==> src/rtl/ram_arbiter.sv <==
// Round-robin request/grant arbiter sharing one synchronous single-port RAM among
// NUM_DEVICES engines; read returns are tagged so they reach the issuing device.
module ram_arbiter #(
    parameter int NUM_DEVICES = 3,
    parameter int DATA_WIDTH  = 8,
    parameter int ADDR_WIDTH  = 8,
    parameter int RD_LATENCY  = 1,
    parameter int MAX_HOLD    = 0,
    parameter int OWNER_W     = $clog2(NUM_DEVICES)
) (
    input  logic                              clk,
    input  logic                              reset,
    input  logic [NUM_DEVICES-1:0]            req,
    input  logic [NUM_DEVICES-1:0]            dev_wren,
    input  logic [NUM_DEVICES*ADDR_WIDTH-1:0] dev_addr,
    input  logic [NUM_DEVICES*DATA_WIDTH-1:0] dev_wdata,
    output logic [NUM_DEVICES-1:0]            grant,
    output logic [NUM_DEVICES-1:0]            dev_rvalid,
    output logic [DATA_WIDTH-1:0]             dev_rdata,
    output logic                              ram_wren,
    output logic [ADDR_WIDTH-1:0]             ram_addr,
    output logic [DATA_WIDTH-1:0]             ram_wdata,
    input  logic [DATA_WIDTH-1:0]             ram_rdata,
    output logic                              busy,
    output logic [OWNER_W-1:0]                owner
);

    localparam int HOLD_LAST_I = (MAX_HOLD > 0) ? MAX_HOLD - 1 : 0;
    localparam int HOLD_W      = (HOLD_LAST_I > 0) ? $clog2(HOLD_LAST_I + 1) : 1;
    localparam logic [HOLD_W-1:0] HOLD_LAST = HOLD_W'(HOLD_LAST_I);
    localparam bit HOLD_EN = (MAX_HOLD > 0);

    typedef enum logic [0:0] {
        IDLE  = 1'b0,
        GRANT = 1'b1
    } state_t;

    state_t                   state, state_nxt;
    logic [OWNER_W-1:0]       owner_nxt, rr_ptr, rr_ptr_nxt, owner_inc;
    logic [HOLD_W-1:0]        hold_cnt, hold_nxt;
    logic [NUM_DEVICES-1:0]   grant_nxt, owner_oh, others;
    logic                     own_req, own_wren, rd_issue;

    logic [RD_LATENCY-1:0]    rd_v;
    logic [OWNER_W-1:0]       rd_tag [RD_LATENCY];

    // First set bit of mask at or after start, wrapping; start itself if mask is empty.
    function automatic logic [OWNER_W-1:0] pick(input logic [NUM_DEVICES-1:0] mask,
                                                input logic [OWNER_W-1:0] start);
        logic               found;
        logic [OWNER_W-1:0] res;
        found = 1'b0;
        res   = start;
        for (int i = 0; i < NUM_DEVICES; i++) begin
            if (!found && mask[i] && (OWNER_W'(i) >= start)) begin
                found = 1'b1;
                res   = OWNER_W'(i);
            end
        end
        for (int i = 0; i < NUM_DEVICES; i++) begin
            if (!found && mask[i]) begin
                found = 1'b1;
                res   = OWNER_W'(i);
            end
        end
        return res;
    endfunction

    // busy is the state itself: the FSM is observable through busy/owner/grant.
    assign busy      = (state == GRANT);
    assign owner_inc = (owner == OWNER_W'(NUM_DEVICES - 1)) ? '0 : owner + OWNER_W'(1);

    always_comb begin
        owner_oh = '0;
        for (int i = 0; i < NUM_DEVICES; i++) begin
            owner_oh[i] = (owner == OWNER_W'(i));
        end
    end

    assign others   = req & ~owner_oh;
    assign own_req  = |(req & owner_oh);
    assign own_wren = |(dev_wren & owner_oh);

    // Handshake: a device raises req and holds it for the whole transaction; it may
    // access the RAM in every cycle its grant bit is high, and drops req to release.
    always_comb begin
        state_nxt  = state;
        owner_nxt  = owner;
        rr_ptr_nxt = rr_ptr;
        hold_nxt   = hold_cnt;
        case (state)
            IDLE: begin
                if (|req) begin
                    state_nxt = GRANT;
                    owner_nxt = pick(req, rr_ptr);
                    hold_nxt  = '0;
                end
            end
            GRANT: begin
                if (!own_req) begin
                    rr_ptr_nxt = owner_inc;
                    hold_nxt   = '0;
                    if (|others) begin
                        owner_nxt = pick(others, owner_inc);
                    end else begin
                        state_nxt = IDLE;
                    end
                end else if (HOLD_EN && (hold_cnt == HOLD_LAST) && (|others)) begin
                    rr_ptr_nxt = owner_inc;
                    hold_nxt   = '0;
                    owner_nxt  = pick(others, owner_inc);
                end else if (hold_cnt != HOLD_LAST) begin
                    hold_nxt = hold_cnt + HOLD_W'(1);
                end
            end
            default: state_nxt = IDLE;
        endcase

        grant_nxt = '0;
        for (int i = 0; i < NUM_DEVICES; i++) begin
            grant_nxt[i] = (state_nxt == GRANT) && (owner_nxt == OWNER_W'(i));
        end
    end

    always_ff @(posedge clk or posedge reset) begin
        if (reset) begin
            state    <= IDLE;
            owner    <= '0;
            rr_ptr   <= '0;
            hold_cnt <= '0;
            grant    <= '0;
        end else begin
            state    <= state_nxt;
            owner    <= owner_nxt;
            rr_ptr   <= rr_ptr_nxt;
            hold_cnt <= hold_nxt;
            grant    <= grant_nxt;
        end
    end

    // RAM mux driven from the registered owner; writes are gated by the owner's req.
    always_comb begin
        ram_addr  = '0;
        ram_wdata = '0;
        ram_wren  = 1'b0;
        rd_issue  = 1'b0;
        if (busy) begin
            for (int i = 0; i < NUM_DEVICES; i++) begin
                if (owner == OWNER_W'(i)) begin
                    ram_addr  = dev_addr[i*ADDR_WIDTH +: ADDR_WIDTH];
                    ram_wdata = dev_wdata[i*DATA_WIDTH +: DATA_WIDTH];
                end
            end
            ram_wren = own_req & own_wren;
            rd_issue = own_req & ~own_wren;
        end
    end

    // Read tags travel alongside the RAM's own latency so returns follow the issuer.
    always_ff @(posedge clk or posedge reset) begin
        if (reset) begin
            rd_v <= '0;
            for (int i = 0; i < RD_LATENCY; i++) begin
                rd_tag[i] <= '0;
            end
        end else begin
            rd_v[0]   <= rd_issue;
            rd_tag[0] <= owner;
            for (int i = 1; i < RD_LATENCY; i++) begin
                rd_v[i]   <= rd_v[i-1];
                rd_tag[i] <= rd_tag[i-1];
            end
        end
    end

    always_comb begin
        dev_rvalid = '0;
        for (int i = 0; i < NUM_DEVICES; i++) begin
            dev_rvalid[i] = rd_v[RD_LATENCY-1] && (rd_tag[RD_LATENCY-1] == OWNER_W'(i));
        end
    end

    assign dev_rdata = ram_rdata;

endmodule

==> config.mk <==
export PLATFORM = sky130hd
export DESIGN_NAME = ram_arbiter
export DESIGN_NICKNAME = d
export VERILOG_FILES = /design/src/rtl/ram_arbiter.sv
export SDC_FILE = /design/constraint.sdc
export NUM_CORES = 1
export LEC_CHECK = 0
export CAP_MARGIN = 20
export CORE_MARGIN = 2
export CORE_UTILIZATION = 31
export DETAILED_ROUTE_END_ITERATION = 6
export PLACE_DENSITY = 0.8
export SYNTH_ARGS = -nofsm -noshare
export SYNTH_HDL_FRONTEND = slang
export SYNTH_SLANG_ARGS = --single-unit
export TNS_END_PERCENT = 10
==> constraint.sdc <==
create_clock -name clk -period 1.8 [get_ports clk]
set_input_delay 0.36 -clock clk [delete_from_list [all_inputs] [get_ports clk]]
set_output_delay 0.36 -clock clk [all_outputs]
set_load 0.005 [all_outputs]
## Yosys cells after proc, flatten, opt, wreduce, memory -nomap -nowiden

Index checks and enable logic that the tools add are counted.

- Flip-flop bits (word level): 11
- Bits of input ports: 64
- Output and inout port bits: 34
- Word-level logic and storage cells: 134

- Add/sub/neg operators: 1
- $lt $le $gt $ge: 6
- Equal/unequal tests: 6
- Multiplexer cells: 66
- Bitwise logic cells: 9
- Reduce and logical (&&, ||, !) cells: 40

Operator list:

| cell | count |
|---|---|
| $mux W8 | 8 |
| $mux W1 | 40 |
| $mux W2 | 16 |
| $logic_and A1 B1 Y1 | 22 |
| $reduce_or A3 Y1 | 4 |
| $logic_not A1 Y1 | 10 |
| $and A3 B3 Y3 | 3 |
| $ge A1 B2 Y1 const A | 4 |
| $eq A2 B1 Y1 const B | 3 |
| $eq A2 B2 Y1 const B | 3 |
| $logic_not A2 Y1 | 3 |
| $ge A2 B2 Y1 const A | 2 |
| $pmux W2 S2 | 1 |
| $not A1 Y1 | 3 |
| $not A3 Y3 | 1 |
| $add A2 B1 Y2 const B | 1 |
| $and A1 B1 Y1 | 2 |
| $pmux W1 S2 | 1 |
| $reduce_and A2 Y1 | 1 |

## Depth between registers and ports, before layout

Gate-level depths: netlist of the first run.

- Word-level depth: 42
- Mapped depth: 7
- Depth with buffers taken out: 4

## Worst setup path before layout of the first run

Ideal clock, no wire load.

- Kind: reg2out
- Start: reg owner[0]
- End: out ram_addr[6]
- Data arrival time: 1.123 ns
- Required time: 1.440 ns
- Slack: 0.317 ns
- Cell stages (with the launch flop): 7
- Path buffers: 2
- Cells stage by stage: dfrtp_1 nor2b_1 buf_4 buf_6 nand2_1 o21ai_0 and2_1

- Word-level cells in the longest chain between the ends: 5
- Elaborated cells on any way between the ends: 7
- Those cells by class: 2 x eq/ne; 4 x mux; 1 x reduce/logical

RTL lines:

| what | RTL line | source |
|---|---|---|
| start: declaration | 25 | `output logic [OWNER_W-1:0] owner` |
| start signal: assignment | 134 | `owner <= owner_nxt;` |
| $logic_not A2 Y1 | 149 | `if (owner == OWNER_W'(i)) begin` |
| $mux W8 (2 in series) | 149 |  |
| $mux W8 (*) | 149 |  |
| $mux W8 (*) | 147 | `if (busy) begin` |
| end: declaration | 21 | `output logic [ADDR_WIDTH-1:0] ram_addr,` |

Mark *: on every way between the ends. The rest lies on a longest branch, timed or not.

## Worst setup path in the final report of the first run

- Start: reg owner[1]
- End: out ram_wdata[2]

- Word-level cells in the longest chain between the ends: 5
- Elaborated cells on any way between the ends: 7
- Those cells by class: 2 x eq/ne; 4 x mux; 1 x reduce/logical

RTL lines:

| what | RTL line | source |
|---|---|---|
| $logic_not A2 Y1 | 149 |  |
| $mux W8 (2 in series) | 149 |  |
| $mux W8 (*) | 149 |  |
| $mux W8 (*) | 147 |  |
| end: declaration | 22 | `output logic [DATA_WIDTH-1:0] ram_wdata,` |

Marks and branches as above.

==> key figures, run 1 <==
Critical path
  – Reg2reg start: owner[1]$_DFF_PP0_
  – Critical path origin: owner[1]$_DFF_PP0_
  – Reg2reg setup slack: 240 ps
  – Critical Path RT: 1440 ps
  – Arrival time at the worst endpoint: 1590 ps
  – RR Endpoint: grant[0]$_DFF_PP0_
  – CP Max Fanout: 6
  – Crit Path Class: reg2out
  – Worst Setup End Kind: output port
  – Crit start category: flop
  – Worst reg2reg path depth: 6

Layout
  – Final nets: 308
  – Seq. cell area: 277.8 sq um
  – Layout fillers: 281
  – Finished Layout Cells: 289
  – Area growth, synth to finish: 100.2%
  – Share of cells above drive strength 1: 27.16%
  – Final Util: 65.49%
  – Commonest non-fill, non-tap cell in the layout: clkdlybuf4s50_1
  – Antenna Cells: 0
  – Area occupied by multi-input gates: 701.9 sq um
  – Most frequent cells in the layout: clkdlybuf4s50_1 (61), mux2i_1 (18), nand2_1 (17), o21ai_1 (16), and2_1 (16)

Die
  – Initial Util: 32.71%
  – Core area: 3390 sq um
  – Die X: 63.80 um
  – Die height: 63.80 um
  – Rows: 21
  – Full die area: 4070 sq um
  – Io pins: 98

Outcome
  – Outcome: finished with violations
  – Failing checks: setup timing

GRT
  – Largest net degree at the start of global routing: 19
  – GR Overflow Total: 0
  – Vias in the first global route: 1279
  – Overall global routing resource usage: 17.32%
  – Global-route wire length before repair: 5.658 mm
  – Initial antenna violation count: 0

Placed design
  – I/O Buffers: 81
  – Post-DP HPWL: 2.551 mm
  – Routability cong.: 0.7467
  – Post-Place Cells: 264
  – Dpl ws: -338.3 ps

Detailed routing
  – Initial DRC count: 20
  – Post-DRT Antenna Nets: 0
  – DRC: 0
  – Final wirelength: 3.580 mm
  – Drt first pass iters: 4
  – Via count: 1339
  – Drt via density: 4.633
  – Drt wl/cell: 12.39 um

Timing
  – Fin crit share: 108.4%
  – FMAX: 0.5124 GHz
  – Finish-stage setup viols: 17
  – Relative slew margins: 71.78%
  – Post-layout worst setup margin: -151.7 ps
  – Fin. max-slew vios: 0
  – Clock Skew: 2.894 ps
  – Minimum clock period: 1952 ps
  – RSZ-0062 raised after global routing: yes
  – Worst-Margin Slew: 422.9 ps
  – Final hold vios: 0

Logic synthesis
  – Gate Count Post-Synth: 140
  – Yosys top cell area share: 24.83%
  – Synthesized area: 1109 sq um
  – Synth cell types: 31
  – Top cells by area, synth: dfrtp_1 (25%), mux2i_1 (16%), and2_1 (9.0%), o21ai_0 (9.0%), nand2_1 (6.8%)
  – #FFs+latches synth: 11
  – Post-Syn Area per Cell: 7.918 sq um
  – Synthesized Nets: 204
  – Post-synthesis sequential area ratio: 24.83%
  – Synth area leader: dfrtp_1
  – YS warnings: 0

Clock network
  – Worst-skew pair later-pin latency: 270 ps
  – Maximum buffer depth of the clock tree: 2
  – Total clock sinks: 11
  – Worst-path clk slew: 70 ps
  – TritonCTS clock tree: done
  – Clock root buffer: clkbuf_4
  – CTS Buf Count: 3
  – Cts hold-fix bufs: 0
  – H-tree depth: 1

Power and ir drop
  – VDD IR-drop max: 0.3687 mV
  – Pleak: 0.9984 nW
  – PD cells: 712.3 nW/um^2
  – Design Power: 1.581 mW

Worst hold path
  – Hold Path Class: in2async

Run
  – Max cap viols: 0
Yosys cell counts:
| cell | instances |
|---|---|
| clkbuf_1 | 3 |
| buf_8 | 1 |
| a211oi_2 | 1 |
| and3_1 | 1 |
| a21boi_1 | 2 |
| o32ai_2 | 1 |
| o211ai_1 | 1 |
| nand2b_1 | 2 |
| nor3b_1 | 1 |
| clkbuf_4 | 1 |
| dfrtp_1 | 11 |
| buf_6 | 3 |
| nor3_1 | 1 |
| buf_2 | 1 |
| o31ai_1 | 1 |
| or2_2 | 1 |
| o22ai_1 | 1 |
| a41oi_1 | 1 |
| buf_4 | 9 |
| o21ai_0 | 20 |
| nor2_1 | 7 |
| nand2_1 | 20 |
| nand3b_1 | 3 |
| nor2b_1 | 2 |
| mux2i_1 | 18 |
| inv_1 | 3 |
| and3b_1 | 2 |
| and2_1 | 16 |
| a41o_1 | 1 |
| nor2_2 | 1 |
| a21oi_1 | 4 |
stage by stage:
stage / setup TNS [ps] / area (sq um) / hold WS, ps
floorplan: 0 / 1109 / 212.4
global route: -2812 / 2220 / 447.0
detailed placement: -3643 / 1962 / 527.7
global placement: -3375 / 1962 / 523.3
finish: -1485 / 2220 / 382.7
CTS: -2075 / 2203 / 393.5
logic make-up after synthesis:
| kind of cell | synth area share, % |
|---|---|
| multiplexers | 16.25 |
| buffers and inverters | 13.66 |
| AO/OA/AOI/OAI | 18.40 |
| AND/OR/NAND/NOR | 26.86 |
| flip-flops | 24.83 |
registers in the layout, indices dropped and copies added, names as in the netlist:
signal	count
rr_ptr	2
busy	1
grant	3
owner	2
rd_tag	2
rd_v	1
timing repair:
action	CTS	global route
setup buffers	17	2
pin swaps	14	6
gates cloned	2	0
endpoints found under the setup margin	18	20
gates resized for setup	103	10
how the worst max path moves through the flow:
| stage | end | slack, ps |
|---|---|---|
| 2_1_floorplan | ram_addr[6] | 320 |
| 3_3_place_gp | ram_wren | -350 |
| 4_1_cts | ram_wdata[2] | -190 |
| 6_report | ram_wdata[2] | -150 |
| 5_1_grt | ram_addr[5] | -230 |
| 3_5_place_dp | ram_wren | -340 |
per-layer routing:
metal  wire [um]  vias up  track usage, %
met2        1876       65           31.77
met5           0        -               0
met4          10        0           2.446
met1        1374      599           19.82
met3         318        2           5.634
li1            -      673               -
report_power, final:
group	switching, mW	total (mW)	internal, mW
clock network	0.0819	0.168	0.0857
logic	0.384	1.06	0.676
registers	0.0514	0.353	0.302
total	0.517	1.58	1.06
layout make-up:
type                       instances  share of cell area, %
sequential                        11                  12.51
inverter                           3                 0.5073
tap                               46                  2.593
multi-input combinational        108                  31.62
clock buffer                       4                  1.184
timing repair buffer             117                  51.58
critical path, stage by stage (launching register included):
cell     delay [ps]
dfrtp_2         470
buf_12          160
buf_12          130
buf_6           110
mux2i_1         150
o21ai_1          60
and2_1          130
buf_2           120
(Power assumes the default switching activity.)
==> run 2, diff against run 1 <==
--- a/config.mk
+++ b/config.mk
@@ -10,6 +10,8 @@
 export CORE_UTILIZATION = 31
 export DETAILED_ROUTE_END_ITERATION = 6
 export PLACE_DENSITY = 0.8
+export SETUP_SLACK_MARGIN = 0.02
+export SKIP_LAST_GASP = 1
 export SYNTH_ARGS = -nofsm -noshare
 export SYNTH_HDL_FRONTEND = slang
 export SYNTH_SLANG_ARGS = --single-unit
==> key figures, run 2 (synthesis gave the netlist of run 1 again) <==
Critical path
  – Arrival time at the worst endpoint: 1600 ps (about the same)
  – Reg2reg start: owner[1]$_DFF_PP0_
  – Worst Setup End Kind: output port
  – Critical path origin: owner[1]$_DFF_PP0_
  – Crit start category: flop
  – Crit Path Class: reg2out
  – Critical Path RT: 1440 ps (about the same)
  – CP Max Fanout: 6 (unchanged)

Detailed routing
  – DRC: 0 (unchanged)
  – Via count: 1331 (-0.60%)
  – Drt first pass iters: 4 (unchanged)
  – Drt via density: 4.606 (-0.60%)
  – Initial DRC count: 29 (+45%)
  – Post-DRT Antenna Nets: 0 (unchanged)
  – Final wirelength: 3.587 mm (+0.20%)
  – Drt wl/cell: 12.41 um (+0.20%)

Power and ir drop
  – Design Power: 1.559 mW (-1.4%)
  – PD cells: 711.0 nW/um^2 (-0.19%)
  – Pleak: 0.9743 nW (-2.4%)
  – VDD IR-drop max: 0.3290 mV (-11%)

Placed design
  – I/O Buffers: 81 (unchanged)
  – Area post-placement: 1962 sq um (unchanged)
  – Dpl ws: -338.3 ps (unchanged)
  – Routability cong.: 0.7467 (unchanged)
  – Post-DP HPWL: 2.551 mm (unchanged)

Timing
  – Setup TNS: -2297 ps (-811.3 ps)
  – Fin. max-slew vios: 0 (unchanged)
  – Fin crit share: 108.9% (+0.50 points)
  – Final hold vios: 0 (unchanged)
  – Post-layout worst setup margin: -160.6 ps (-8.935 ps)
  – Relative slew margins: 71.12% (-0.65 points)
  – Finish-stage setup viols: 20 (+3)
  – RSZ-0062 raised after global routing: yes
  – Worst-Margin Slew: 432.7 ps (+9.797 ps)
  – FMAX: 0.5100 GHz (-0.46%)
  – Minimum clock period: 1961 ps (+8.935 ps)
  – Clock Skew: 4.223 ps (+1.329 ps)

Clock network
  – Worst-skew pair later-pin latency: 270 ps (about the same)
  – TritonCTS clock tree: done
  – Total clock sinks: 11 (unchanged)
  – Worst-path clk slew: 70 ps (about the same)
  – CTS Buf Count: 3 (unchanged)
  – H-tree depth: 1 (unchanged)
  – Maximum buffer depth of the clock tree: 2 (unchanged)
  – Clock root buffer: clkbuf_4

Outcome
  – Outcome: finished with violations
  – Failing checks: setup timing

GRT
  – Vias in the first global route: 1271 (-0.63%)
  – Initial antenna violation count: 0 (unchanged)
  – GR Overflow Total: 0 (unchanged)
  – Overall global routing resource usage: 17.47% (+0.15 points)
  – Largest net degree at the start of global routing: 19 (unchanged)
  – Global-route wire length before repair: 5.658 mm (unchanged)

Layout
  – Antenna Cells: 0 (unchanged)
  – Area growth, synth to finish: 97.86%
  – Most frequent cells in the layout: clkdlybuf4s50_1 (64), buf_4 (21), mux2i_1 (18), nand2_1 (18), and2_1 (16)
  – Final Util: 64.71% (-0.78 points)
  – Share of cells above drive strength 1: 24.28% (-2.9 points)
  – Final nets: 308 (unchanged)
  – Max reg flops: 3 (unchanged)
  – Commonest non-fill, non-tap cell in the layout: clkdlybuf4s50_1
  – Biggest register: grant
  – Finished Cell Area: 2193 sq um (-1.2%)

Die
  – Full die area: 4070 sq um (unchanged)
  – Initial Util: 32.71% (unchanged)
  – Die height: 63.80 um (unchanged)
  – Core area: 3390 sq um (unchanged)
  – Rows: 21 (unchanged)
  – Die X: 63.80 um (unchanged)
  – Io pins: 98 (unchanged)

Worst hold path
  – Hold Path Class: in2async

Run
  – Max cap viols: 0 (unchanged)
-- run 2: routing by layer --
metal,GRT usage (%),share of wire (%)
met4,3.261,0.28
met5,0,0
met2,31.12,51
met3,5.634,8.8
met1,20.48,40
-- run 2: worst paths after layout --
path / to / slack [ps] / cells after the start
max: ram_wdata[2] / -160 / 7
min: rr_ptr[1]$_DFFE_PP0P_ / 380 / 2
max reg2reg: grant[0]$_DFF_PP0_ / 90 / 7
min reg2reg: rr_ptr[0]$_DFFE_PP0P_ / 550 / 2
max in group asynchronous: owner[1]$_DFF_PP0_ / 1090 / 2
min in group clk: rr_ptr[0]$_DFFE_PP0P_ / 550 / 2
-- run 2: timing repair --
item                                   CTS  global route
gates resized for setup                 66            17
hold buffers                             0             0
setup endpoints to repair               18            21
pin swaps                                8             8
gates cloned                             2             0
endpoints found under the hold margin    0             0
setup buffers                           17             2
-- run 2: power by group --
group | switching [mW] | internal, mW
clock network | 0.0867 | 0.0859
logic | 0.375 | 0.661
registers | 0.0490 | 0.301
-- run 2: area by class of cell --
type	instances	area, sq um
flip-flops and latches	11	276.5
inverters	3	11.26
multi-input cells	108	694.4
repair buffers	117	1127
fillers	294	1196
clock buffers	4	26.28
well taps	46	57.56
-- run 2: stage by stage --
stage          hold slack (ps)  instances
4_1_cts                  393.6        287
3_3_place_gp             523.3        264
6_report                 377.8        289
5_1_grt                  439.7        289
2_1_floorplan            212.4        140
3_5_place_dp             527.7        264
-- run 2: critical path, stage by stage (launching register included) --
cell and delay (ps):
dfrtp_2 470, buf_12 160, buf_12 130, buf_6 110, mux2i_1 140, o21ai_1 60
and2_1 130, buf_2 120
==> run 3, diff against run 2 <==
--- a/config.mk
+++ b/config.mk
@@ -11,6 +11,7 @@
 export DETAILED_ROUTE_END_ITERATION = 6
 export PLACE_DENSITY = 0.8
 export SETUP_SLACK_MARGIN = 0.02
+export SKIP_CTS_REPAIR_TIMING = 1
 export SKIP_LAST_GASP = 1
 export SYNTH_ARGS = -nofsm -noshare
 export SYNTH_HDL_FRONTEND = slang
==> key figures, run 3 (synthesis gave the netlist of run 1 again) <==
Worst hold path
  – Hold Path Class: in2async

Layout
  – Most frequent cells in the layout: clkdlybuf4s50_1 (64), mux2i_1 (18), nand2_1 (18), and2_1 (16), buf_4 (15)
  – Max reg flops: 3 (unchanged)
  – Layout fillers: 289 (-1.7%)
  – Seq. cell area: 277.8 sq um (+0.45%)
  – Biggest register: grant
  – Area occupied by multi-input gates: 698.2 sq um (+0.54%)
  – Antenna Cells: 0 (unchanged)
  – Finished Layout Cells: 279 (-3.5%)
  – Area growth, synth to finish: 89.62%
  – Final Util: 62.02% (-2.7 points)
  – Final nets: 298 (-3.2%)
  – Commonest non-fill, non-tap cell in the layout: clkdlybuf4s50_1
  – Share of cells above drive strength 1: 21.89% (-2.4 points)

Critical path
  – Worst Setup End Kind: output port
  – CP max stage cell: dfrtp_2
  – CP Max Fanout: 6 (unchanged)
  – CP Cell Sequence: buf_6, clkbuf_16, mux2i_1, o21ai_0, and2_1, clkbuf_2
  – Crit-path max cell delay: 470 ps (about the same)
  – Critical Path RT: 1440 ps (about the same)
  – Crit Path Class: reg2out
  – Arrival time at the worst endpoint: 1620 ps (+20 ps)
  – Crit start category: flop

Power and ir drop
  – Internal Pwr Total: 0.9689 mW (-7.6%)
  – P_sw: 0.4919 mW (-3.7%)
  – PD cells: 695.0 nW/um^2 (-2.2%)
  – Comb pwr share: 64.0% (-2.5 points)
  – Design Power: 1.461 mW (-6.3%)
  – Sequential Power Share: 24.0% (+1.5 points)
  – Clock share of power: 12.0% (+0.9 points)
  – VDD IR-drop max: 0.2747 mV (-17%)
  – Net Sw Frac: 33.67% (+0.90 points)
  – Pleak: 0.9681 nW (-0.64%)

Timing
  – Fin crit share: 110.2% (+1.3 points)
  – Relative slew margins: 70.91% (-0.22 points)
  – Minimum clock period: 1984 ps (+22.89 ps)
  – Clock Skew: 6.994 ps (+2.771 ps)
  – RSZ-0062 raised after global routing: yes
  – Post-layout worst setup margin: -183.5 ps (-22.89 ps)
  – FMAX: 0.5042 GHz (-1.2%)
  – Fin. max-slew vios: 0 (unchanged)
  – Worst-Margin Slew: 435.9 ps (+3.226 ps)
  – Final hold vios: 0 (unchanged)
  – Finish-stage setup viols: 17 (-15%)
  – Hold slack: 374.0 ps (-3.778 ps)

Placed design
  – Routability cong.: 0.7467 (unchanged)
  – Post-DP HPWL: 2.551 mm (unchanged)
  – Post-Place Cells: 264 (unchanged)
  – Dpl ws: -338.3 ps (unchanged)
  – I/O Buffers: 81 (unchanged)

GRT
  – Initial antenna violation count: 0 (unchanged)
  – Vias in the first global route: 1140 (-10%)
  – Global-route wire length before repair: 4.926 mm (-13%)
  – Largest net degree at the start of global routing: 19 (unchanged)
  – GR Overflow Total: 0 (unchanged)
  – Overall global routing resource usage: 15.01% (-2.5 points)

Clock network
  – Clock root buffer: clkbuf_4
  – Worst-path clk slew: 70 ps (about the same)
  – CTS Buf Count: 3 (unchanged)
  – H-tree depth: 1 (unchanged)
  – Worst-skew pair later-pin latency: 280 ps (about the same)
  – Total clock sinks: 11 (unchanged)
  – TritonCTS clock tree: done
  – Maximum buffer depth of the clock tree: 2 (unchanged)

Detailed routing
  – Drt via density: 4.667 (+1.3%)
  – Drt wl/cell: 12.53 um (+0.93%)
  – DRC: 0 (unchanged)
  – Drt first pass iters: 4 (unchanged)
  – Final wirelength: 3.495 mm (-2.6%)
  – Post-DRT Antenna Nets: 0 (unchanged)
  – Via count: 1302 (-2.2%)
  – Initial DRC count: 25 (-14%)

Die
  – Core area: 3390 sq um (unchanged)
  – Rows: 21 (unchanged)
  – Die X: 63.80 um (unchanged)
  – Io pins: 98 (unchanged)
  – Initial Util: 32.71% (unchanged)
  – Full die area: 4070 sq um (unchanged)
  – Die height: 63.80 um (unchanged)

Outcome
  – Outcome: finished with violations
  – Failing checks: setup timing

Run
  – Max cap viols: 0 (unchanged)
==> run 3: power by group through the flow <==
stage,Combinational (mW),Sequential [mW],Clock (mW)
2_1_floorplan,0.424,0.343,0
3_3_place_gp,0.836,0.348,0
3_5_place_dp,0.847,0.350,0
4_1_cts,0.850,0.346,0.174
5_1_grt,1.01,0.360,0.186
6_report,0.935,0.351,0.175
==> run 3: final cells by class <==
cell class	instances	share of cell area, %
inverters	3	0.5357
well taps	46	2.738
repair buffers	107	49.05
flip-flops and latches	11	13.21
multi-input cells	108	33.21
clock buffers	4	1.250
==> run 3: worst paths after layout <==
| check | start | slack [ps] | to | cells past startpoint |
|---|---|---|---|---|
| hold reg to reg | rr_ptr[0]$_DFFE_PP0P_ | 560 | rr_ptr[0]$_DFFE_PP0P_ | 2 |
| hold / removal | reset | 370 | rd_tag[1]$_DFF_PP0_ | 2 |
| min in group clk | rr_ptr[0]$_DFFE_PP0P_ | 560 | rr_ptr[0]$_DFFE_PP0P_ | 2 |
| setup reg to reg | owner[1]$_DFF_PP0_ | 200 | grant[0]$_DFF_PP0_ | 6 |
| max in group asynchronous | reset | 1090 | owner[1]$_DFF_PP0_ | 2 |
| setup / recovery | owner[1]$_DFF_PP0_ | -180 | ram_wdata[4] | 6 |
==> run 3: worst max-delay path, delay by kind of cell (launching register included) <==
| family | cells | cell delay, ps |
|---|---|---|
| and+or+nand+nor | 1 | 160 |
| muxes | 1 | 120 |
| buffers and inverters | 3 | 430 |
| AOI/OAI and AO/OA | 1 | 170 |
| DFF | 1 | 470 |
==> run 3: per-stage QoR <==
stage | setup TNS (ps) | area [sq um]
2_1_floorplan | 0 | 1109
3_3_place_gp | -3375 | 1962
3_5_place_dp | -3643 | 1962
4_1_cts | -7773 | 1988
5_1_grt | -2685 | 2102
6_report | -1350 | 2102
==> run 3: routing by layer <==
metal / track usage [%] / up-vias / share of wire, % / wire length, um
met5: 0 / - / 0 / 0
met4: 3.261 / 0 / 0.77 / 27
met3: 5.634 / 5 / 7.8 / 272
met2: 28.13 / 50 / 52 / 1824
met1: 15.75 / 591 / 39 / 1370
li1: - / 656 / - / -
